### src/rtl/photo_pkg.sv
// Shared types and constants for the photo capture controller.
package photo_pkg;

   typedef enum logic [1:0] {
      ST_IDLE      = 2'd0,
      ST_COUNTDOWN = 2'd1,
      ST_CAPTURE   = 2'd2,
      ST_DONE      = 2'd3
   } state_t;

   // Frame buffer geometry (2:1 decimated source)
   localparam int DST_W = 160;
   localparam int DST_H = 120;

   // RGB565 field positions; the top 4 bits of each channel are kept
   localparam int R_MSB = 15;
   localparam int R_LSB = 12;
   localparam int G_MSB = 10;
   localparam int G_LSB = 7;
   localparam int B_MSB = 4;
   localparam int B_LSB = 1;

   function automatic logic [11:0] rgb565_to_444(input logic [15:0] pix);
      return {pix[R_MSB:R_LSB], pix[G_MSB:G_LSB], pix[B_MSB:B_LSB]};
   endfunction

endpackage

### src/rtl/pixel_decimator.sv
// Raster position tracking, 2:1 decimation and frame buffer write generation.
module pixel_decimator
   import photo_pkg::*;
#(
   parameter int SRC_W = 320,
   parameter int SRC_H = 240
)(
   input  logic        clk,
   input  logic        reset,
   input  logic        i_clear,
   input  logic        i_pix_valid,
   input  logic [15:0] i_pix_data,
   output logic        o_we,
   output logic [16:0] o_addr,
   output logic [11:0] o_data,
   output logic        o_last
);

   localparam int COL_W = $clog2(SRC_W);
   localparam int ROW_W = $clog2(SRC_H);

   logic [COL_W-1:0] r_col;
   logic [ROW_W-1:0] r_row;
   logic             r_we;
   logic [16:0]      r_addr;
   logic [11:0]      r_data;

   logic             w_col_end;
   logic             w_row_end;
   logic             w_keep;
   logic             w_accept;
   logic [16:0]      w_addr;
   logic             w_unused_bits;

   assign w_col_end = (r_col == COL_W'(SRC_W - 1));
   assign w_row_end = (r_row == ROW_W'(SRC_H - 1));
   assign o_last    = w_col_end && w_row_end;

   // Even col/row only; the range guard keeps an oversized source from overrunning the buffer
   assign w_keep = !r_col[0] && !r_row[0] &&
                   ((32'(r_col) >> 1) < 32'(DST_W)) &&
                   ((32'(r_row) >> 1) < 32'(DST_H));

   // A clear (new frame) wins over a pixel presented in the same cycle
   assign w_accept = i_pix_valid && !i_clear;
   assign w_addr   = 17'(r_row >> 1) * 17'(DST_W) + 17'(r_col >> 1);

   // Bits dropped by the 565 -> 444 truncation
   assign w_unused_bits = ^{i_pix_data[11], i_pix_data[6], i_pix_data[0]};

   // Raster col/row counters, cleared at the start of every captured frame
   always_ff @(posedge clk) begin
      if (reset || i_clear) begin
         r_col <= '0;
         r_row <= '0;
      end else if (i_pix_valid) begin
         if (w_col_end) begin
            r_col <= '0;
            r_row <= w_row_end ? '0 : r_row + ROW_W'(1);
         end else begin
            r_col <= r_col + COL_W'(1);
         end
      end
   end

   // Registered write port: strobe one cycle after the accepted pixel
   always_ff @(posedge clk) begin
      if (reset) begin
         r_we   <= 1'b0;
         r_addr <= '0;
         r_data <= '0;
      end else begin
         r_we <= w_accept && w_keep;
         if (w_accept && w_keep) begin
            r_addr <= w_addr;
            r_data <= rgb565_to_444(i_pix_data);
         end
      end
   end

   assign o_we   = r_we;
   assign o_addr = r_addr;
   assign o_data = r_data;

endmodule

### src/rtl/photo_capture_ctrl.sv
// Photo capture sequencer: shutter countdown, slot selection and frame capture.
//
//  state        | meaning
//  -------------+-----------------------------------------------------------
//  ST_IDLE      | waiting for the first shutter press after reset
//  ST_COUNTDOWN | counting frame_start pulses down to the captured frame
//  ST_CAPTURE   | writing the decimated frame into the current slot
//  ST_DONE      | all slots filled; shutter starts a new session at slot 0
module photo_capture_ctrl
   import photo_pkg::*;
#(
   parameter int SRC_W        = 320,
   parameter int SRC_H        = 240,
   parameter int COUNT_FRAMES = 90,
   parameter int NUM_SHOTS    = 4
)(
   input  logic        clk,
   input  logic        reset,
   input  logic        shot_btn,
   input  logic        frame_start,
   input  logic        pix_valid,
   input  logic [15:0] pix_data,
   output logic        we,
   output logic [2:0]  num,
   output logic [16:0] wAddr,
   output logic [11:0] wData,
   output logic        busy,
   output logic        all_done,
   output logic [6:0]  frames_left
);

   state_t     r_state;
   state_t     w_state_nxt;
   logic [6:0] r_frames_left;
   logic [6:0] w_frames_nxt;
   logic [2:0] r_num;
   logic [2:0] w_num_nxt;
   logic       w_clear;
   logic       w_pix_in;
   logic       w_at_last;

   // State register
   always_ff @(posedge clk) begin
      if (reset) r_state <= ST_IDLE;
      else       r_state <= w_state_nxt;
   end

   // Next-state, countdown and slot decisions
   always_comb begin
      w_state_nxt  = r_state;
      w_frames_nxt = r_frames_left;
      w_num_nxt    = r_num;
      w_clear      = 1'b0;
      w_pix_in     = 1'b0;
      case (r_state)
         ST_IDLE: begin
            if (shot_btn) begin
               w_state_nxt  = ST_COUNTDOWN;
               w_frames_nxt = 7'(COUNT_FRAMES);
               w_num_nxt    = '0;
            end
         end
         ST_COUNTDOWN: begin
            if (frame_start) begin
               if (r_frames_left == 7'd1) begin
                  w_state_nxt  = ST_CAPTURE;
                  w_frames_nxt = '0;
                  w_clear      = 1'b1;
               end else begin
                  w_frames_nxt = r_frames_left - 7'd1;
               end
            end
         end
         ST_CAPTURE: begin
            w_pix_in = pix_valid;
            if (frame_start) begin
               w_clear = 1'b1;
            end else if (pix_valid && w_at_last) begin
               // The last pixel sits on an odd column, so no write to the
               // old slot is still pending when num moves on.
               if (r_num == 3'(NUM_SHOTS - 1)) begin
                  w_state_nxt = ST_DONE;
               end else begin
                  w_state_nxt  = ST_COUNTDOWN;
                  w_num_nxt    = r_num + 3'd1;
                  w_frames_nxt = 7'(COUNT_FRAMES);
               end
            end
         end
         ST_DONE: begin
            if (shot_btn) begin
               w_state_nxt  = ST_COUNTDOWN;
               w_frames_nxt = 7'(COUNT_FRAMES);
               w_num_nxt    = '0;
            end
         end
         default: w_state_nxt = ST_IDLE;
      endcase
   end

   // Countdown and slot registers
   always_ff @(posedge clk) begin
      if (reset) begin
         r_frames_left <= '0;
         r_num         <= '0;
      end else begin
         r_frames_left <= w_frames_nxt;
         r_num         <= w_num_nxt;
      end
   end

   pixel_decimator #(
      .SRC_W (SRC_W),
      .SRC_H (SRC_H)
   ) u_decim (
      .clk         (clk),
      .reset       (reset),
      .i_clear     (w_clear),
      .i_pix_valid (w_pix_in),
      .i_pix_data  (pix_data),
      .o_we        (we),
      .o_addr      (wAddr),
      .o_data      (wData),
      .o_last      (w_at_last)
   );

   assign num         = r_num;
   assign frames_left = r_frames_left;
   assign busy        = (r_state == ST_COUNTDOWN) || (r_state == ST_CAPTURE);
   assign all_done    = (r_state == ST_DONE);

endmodule

### config.mk
export PLATFORM = sky130hd
export DESIGN_NAME = photo_capture_ctrl
export DESIGN_NICKNAME = d
export VERILOG_FILES = /design/src/rtl/photo_pkg.sv /design/src/rtl/pixel_decimator.sv /design/src/rtl/photo_capture_ctrl.sv
export SDC_FILE = /design/constraint.sdc
export NUM_CORES = 1
export LEC_CHECK = 0
export CAP_MARGIN = 15
export CORE_AREA = 2 2 81 83
export CTS_CLUSTER_DIAMETER = 50
export DETAILED_ROUTE_END_ITERATION = 12
export DIE_AREA = 0 0 83 85
export PLACE_DENSITY = 0.78
export SYNTH_ARGS = -nofsm -noshare
export SYNTH_HDL_FRONTEND = slang
export SYNTH_SLANG_ARGS = --single-unit
### constraint.sdc
create_clock -name clk -period 3.1 [get_ports clk]
set_input_delay 0.465 -clock clk [delete_from_list [all_inputs] [get_ports clk]]
set_output_delay 0.465 -clock clk [all_outputs]
set_load 0.01 [all_outputs]
==> results.yml, run 1 <==
route:
  wirelength_um: 7265
  vias: 2848
  wl_per_cell_um: 14.33
  ant_nets: 0
  drt-pass1-iter-count: 4
  post-route-drc-count: 0
  via_per_inst: 5.617
  drtIter0Drc: 104
synth:
  synth_xor_area_frac: 0.06550
  synth_ff_type: "dfxtp_1"
  async_flop_share: 0
  syn_avg_cell_area_sq_um: 8.403
  yosys.area.top_type: "dfxtp_1"
  synth_edf_count: 0
  synth_common_cells: "58 x dfxtp_1, 53 x nand2_1, 38 x a21oi_1"
  ys_seq_area_frac: 0.3775
  synth_mux_area_frac: 0.003255
  synth_cells: 366
  synth_fa_ha_area_frac: 0.1025
  synth_area_leaders: "dfxtp_1 38%, ha_1 9.0%, nand2_1 6.5%"
  synth_cell_types: 53
  syn-num-nets: 411
  synth_top_cell_area_share: 0.3775
  synth_top_family_by_area: "simple AND/OR/NAND/NOR gates"
  synth-simple-area-share: 0.2376
  synth_compound_area_frac: 0.1721
  netlist_area_sq_mm: 0.003075
  yosysWarnings: 0
  ys_ff_latch: 58
  synthMostInstantiatedCell: "dfxtp_1"
worst_setup_path:
  cp_data_required_time_ps: 3350
  crit_fanout: 8
  path_class: "register to register"
  worstPathArrival_ps: 2970
  r2r_slack_ps: 390
  start_kind: "register"
  crit_path_end_kind: "register"
sta:
  rsz0062_at_grt: "false"
  finalCritPeriodShare: 0.8752
  timing.fmax_ghz: 0.3686
  setup_violations: 0
  final_hold_viol_count: 0
  fin_skew_ps: 10.57
  maxSlewHeadroom: 0.3581
  slew_violations: 0
  fin_ws_ps: 386.9
  tns_ps: 0
  min_period_ps: 2713
  max_slew.worst_pin.slew_ps: 962.8
clock_network:
  clkSinkCount: 58
  cts_hold_buf: 0
  cts_tree: "yes"
  htree_levels: 3
  cts_resized: 0
  cts_root_buffer: "clkbuf_8"
  clock_latency_ps: 340
  cts_buffers: 9
  path_clk_slew_ps: 70
  cts_setup_buffers: 0
  clockBufferDepth: 2
floorplan:
  core_area_sq_mm: 0.006205
  die_h_um: 85
  die-area_sq_mm: 0.007055
  io_pins: 63
  initial_utilization: 0.4957
  dieWidth_um: 83
  row_count: 29
global_routing:
  grt_remaining_overflow: 0
  antenna_found_initial: 0
  grt_pass1_vias: 2812
  grtUsageTotal: 0.2115
  grt_max_degree: 26
  grt_pass1_wl_um: 12250
cells_and_area:
  fin_util: 0.6376
  area_delta_synth_final_pct: 28.64
  antennaDiodeCount: 0
  final_area_sq_mm: 0.003956
  layout-drive-gt1-share: 0.06977
  nFillCells: 527
  fin_cells: 507
  nets: 470
worst_hold_path:
  hp-class: "register to register"
place:
  dp_hpwl_um: 5199
  pre_cts_ws_ps: 381.1
  dpl_cell_area_sq_mm: 0.003727
  place.gp.congestion: 0.8550
  place_inst: 491
  io_buffers: 57
power:
  switching_share: 0.3386
  comb_power_share: 0.337
  power.clock.fraction: 0.312
  irDropWorstVdd_mv: 0.5192
  powerDensity_mw_per_mm2: 655.1
  seqPwrFrac: 0.351
  switching_power_uw: 877.4
  intPower_mw: 1.714
  p_leak_nw: 1.488
job:
  cap_violations: 0
status:
  run_status: "complete, no violations"
==> path summary, 6_finish.rpt <==
check | startpoint | end | depth (start not counted)
hold reg to reg | u_decim.o_data[0]$_SDFFE_PP0P_ | u_decim.o_data[0]$_SDFFE_PP0P_ | 2
hold / removal | u_decim.o_data[0]$_SDFFE_PP0P_ | u_decim.o_data[0]$_SDFFE_PP0P_ | 2
setup reg to reg | u_decim.r_row[4]$_SDFFE_PP0P_ | u_decim.o_addr[13]$_SDFFE_PP0P_ | 7
setup / recovery | u_decim.r_row[4]$_SDFFE_PP0P_ | u_decim.o_addr[13]$_SDFFE_PP0P_ | 7
==> sequential cells by signal, indices dropped and copies added (netlist names) <==
| register | cells |
|---|---|
| frames_left | 7 |
| num | 3 |
| r_state | 2 |
| u_decim.o_addr | 16 |
| u_decim.o_data | 12 |
| u_decim.o_we | 1 |
| u_decim.r_col | 9 |
| u_decim.r_row | 8 |
==> power groups by stage <==
stage | registers [mW] | logic, mW | clock network (mW)
3_3_place_gp | 0.920 | 0.841 | 0
3_5_place_dp | 0.924 | 0.860 | 0
2_1_floorplan | 0.942 | 0.514 | 0
4_1_cts | 0.908 | 0.870 | 0.815
5_1_grt | 0.923 | 0.954 | 0.848
6_report | 0.911 | 0.873 | 0.808
==> cell usage in the layout (no fill, tap or decap), types with 4 or more instances in the layout <==
master           netlist  final
dfxtp_1               58     58
clkdlybuf4s50_1        0     57
nand2_1               53     53
a21oi_1               38     37
nor2_1                30     30
ha_1                  22     22
inv_1                 18     18
xor2_1                13     13
o21ai_0               12     12
clkbuf_8               0     11
nand4_1               10     10
xnor2_1               10     10
o31ai_1                8      8
nor2b_1                5      5
nand3_1                5      5
buf_4                  1      5
and3_1                 4      4
nand2b_1               4      4
a211oi_1               4      4
==> metal layers <==
metal	vias to the layer above	wire [um]	GRT usage	share of wire
met5	-	0	0	0
met4	0	211	0.08942	0.029
met3	24	354	0.05837	0.049
met2	86	3606	0.3761	0.50
met1	1330	3093	0.2388	0.43
li1	1408	-	-	-
==> logic make-up after synthesis <==
logic type	Yosys count
buffers and inverters	32
XOR/XNOR	23
other	1
adder cells (fa/ha/maj)	24
AND/OR/NAND/NOR	142
flip-flops	58
AO/OA/AOI/OAI	85
multiplexers	1
==> final cells by class <==
cell class,instances,area (sq um),share of cell area
sequential,58,1161,0.2935
clock buffer,12,155.1,0.03922
clock inverter,4,73.82,0.01866
multi-input combinational,276,1794,0.4535
timing repair buffer,62,608.1,0.1537
tap,77,96.34,0.02435
inverter,18,67.56,0.01708
==> critical path, cell delays in order, from the launching register on <==
cell and delay [ps]:
dfxtp_1 480, ha_1 300, ha_1 210, inv_1 70, fa_1 460, or3_1 440
or4_1 410, a311oi_1 260
==> metrics by stage <==
stage | power, mW | hold WS [ps]
2_1_floorplan | 1.456 | 469.3
3_3_place_gp | 1.761 | 441.0
3_5_place_dp | 1.784 | 444.4
4_1_cts | 2.594 | 455.2
5_1_grt | 2.724 | 478.8
6_report | 2.592 | 454.0
Note: power is estimated with default switching activity, not from simulation.
==> inputs of run 2 (changes only) <==
- CORE_AREA: 2 2 81 83 -> 2 2 73 75
- DIE_AREA: 0 0 83 85 -> 0 0 75 77
- DONT_BUFFER_PORTS: default -> 1
- clock period: 3.1 -> 3 ns (I/O delays scaled with it)
==> run 2 against run 1 <==
Effect of this change: design area decreased by 15%; clock skew down 4.7 ps; sequential power is 7.9% higher; non-clock buffer count shrank 58; register-to-register slack lost 100 ps; hold slack got worse by 280 ps; critical path type unchanged; critical endpoint unchanged; global-route usage is 2.8 points higher.
==> results.yml, run 2 (synthesis results as in run 1) <==
status:
  run_status: "complete, no violations"
power:
  power.clock.fraction: 0.321
  irDropWorstVdd_mv: 0.3613
  powerDensity_mw_per_mm2: 724.6
  comb_power_share: 0.274
  p_leak_nw: 1.268
  total_power_mw: 2.425
  switching_share: 0.3471
  seqPwrFrac: 0.405
  intPower_mw: 1.583
  switching_power_uw: 841.7
worst_setup_path:
  worst_r2r_startpoint: "u_decim.r_row[2]$_SDFFE_PP0P_"
  reg2reg_depth: 7
  cp_data_required_time_ps: 3230
  crit_path_end_kind: "register"
  crit_fanout: 6
  start_kind: "register"
  r2r_end: "u_decim.o_addr[13]$_SDFFE_PP0P_"
  r2r_slack_ps: 280
  path_class: "register to register"
  worstPathArrival_ps: 2950
sta:
  fin_ws_ps: 284.4
  timing.fmax_ghz: 0.3682
  final_hold_viol_count: 0
  setup_violations: 0
  min_period_ps: 2716
  fin_skew_ps: 5.894
  rsz0062_at_grt: "false"
  maxSlewHeadroom: 0.3973
  tns_ps: 0
  slew_violations: 0
  finalCritPeriodShare: 0.9052
  max_slew.worst_pin.slew_ps: 904.1
  hold_slack_ps: 177.4
worst_hold_path:
  hold_depth: 1
  hp-class: "primary input to register"
  hold_end: "frames_left[6]$_SDFFE_PP0P_"
  hold_start: "reset"
cells_and_area:
  antennaDiodeCount: 0
  largest_reg_flops: 16
  fin_util: 0.6724
  nFillCells: 443
  layout-drive-gt1-share: 0.07297
  final_cell_mix: "58 x dfxtp_1, 53 x nand2_1, 37 x a21oi_1"
  final_common_cell: "dfxtp_1"
  nets: 412
  area_delta_synth_final_pct: 8.828
floorplan:
  io_pins: 63
  die_h_um: 77
  die-area_sq_mm: 0.005775
  dieWidth_um: 75
  core_area_sq_mm: 0.004977
  initial_utilization: 0.6179
  row_count: 26
place:
  place.gp.congestion: 0.8217
  dp_hpwl_um: 4745
  pre_cts_ws_ps: 316.8
  io_buffers: 0
job:
  cap_violations: 0
clock_network:
  cts_root_buffer: "clkbuf_8"
  cts_tree: "yes"
  clockBufferDepth: 2
  cts_resized: 0
  cts_hold_buf: 0
  clock_latency_ps: 330
  htree_levels: 3
  cts_buffers: 9
  path_clk_slew_ps: 70
  clkSinkCount: 58
  cts_setup_buffers: 0
route:
  vias: 2567
  wirelength_um: 6687
  drt-pass1-iter-count: 4
  post-route-drc-count: 0
  drtIter0Drc: 119
  wl_per_cell_um: 15.20
  ant_nets: 0
  via_per_inst: 5.834
global_routing:
  grt_max_degree: 41
  grt_remaining_overflow: 0
  grt_pass1_wl_um: 10830
  grt_pass1_vias: 2457
  grtUsageTotal: 0.2394
  antenna_found_initial: 0
## run 2: cell count changes in the layout (fill, tap and decap cells not counted)
cell / previous run / this run
clkdlybuf4s50_1: 57 / 0
clkinv_4: 1 / 0
clkbuf_8: 11 / 10
buf_4: 5 / 4
## run 2: metrics by stage
step / area [sq um] / instances
after global placement: 3141 / 426
after CTS: 3347 / 440
after detailed placement: 3141 / 426
after floorplan: 3075 / 366
after global routing: 3347 / 440
final: 3347 / 440
## run 2: area by class of cell
type | count | area [sq um] | share of cell area
clock buffers | 11 | 141.4 | 0.04224
flip-flops and latches | 58 | 1161 | 0.3469
well taps | 70 | 87.58 | 0.02617
multi-input cells | 276 | 1794 | 0.5361
repair buffers | 4 | 30.03 | 0.008972
clock inverters | 3 | 65.06 | 0.01944
inverters | 18 | 67.56 | 0.02019
## run 2: power groups by stage
stage | clock network [mW] | logic (mW) | registers (mW)
2_1_floorplan | 0 | 0.531 | 0.974
3_3_place_gp | 0 | 0.640 | 0.996
3_5_place_dp | 0 | 0.654 | 1.00
4_1_cts | 0.792 | 0.658 | 0.983
5_1_grt | 0.825 | 0.750 | 0.997
6_report | 0.779 | 0.663 | 0.983
## run 2: how the worst max path moves through the flow
| stage | startpoint | end | cells past startpoint |
|---|---|---|---|
| global placement | u_decim.r_row[2]$_SDFFE_PP0P_ | u_decim.o_addr[13]$_SDFFE_PP0P_ | 7 |
| finish | u_decim.r_row[2]$_SDFFE_PP0P_ | u_decim.o_addr[13]$_SDFFE_PP0P_ | 7 |
| global route | u_decim.r_row[5]$_SDFFE_PP0P_ | u_decim.o_addr[13]$_SDFFE_PP0P_ | 7 |
| detailed placement | u_decim.r_row[2]$_SDFFE_PP0P_ | u_decim.o_addr[13]$_SDFFE_PP0P_ | 7 |
| floorplan | u_decim.r_row[4]$_SDFFE_PP0P_ | u_decim.o_addr[13]$_SDFFE_PP0P_ | 7 |
| CTS | u_decim.r_row[2]$_SDFFE_PP0P_ | u_decim.o_addr[13]$_SDFFE_PP0P_ | 7 |
## run 2: critical path, stage by stage, from the launching register on
cell and delay (ps):
dfxtp_1 450, ha_1 280, ha_1 220, inv_1 70, fa_1 470, or3_1 450
or4_1 410, a311oi_1 280
## run 2: metal layers
layer,part of all wire,global-route usage,up-vias
met5,0,0,-
li1,-,-,1288
met4,0.017,0.08393,0
met2,0.49,0.3877,63
met1,0.44,0.2947,1202
met3,0.053,0.07490,14
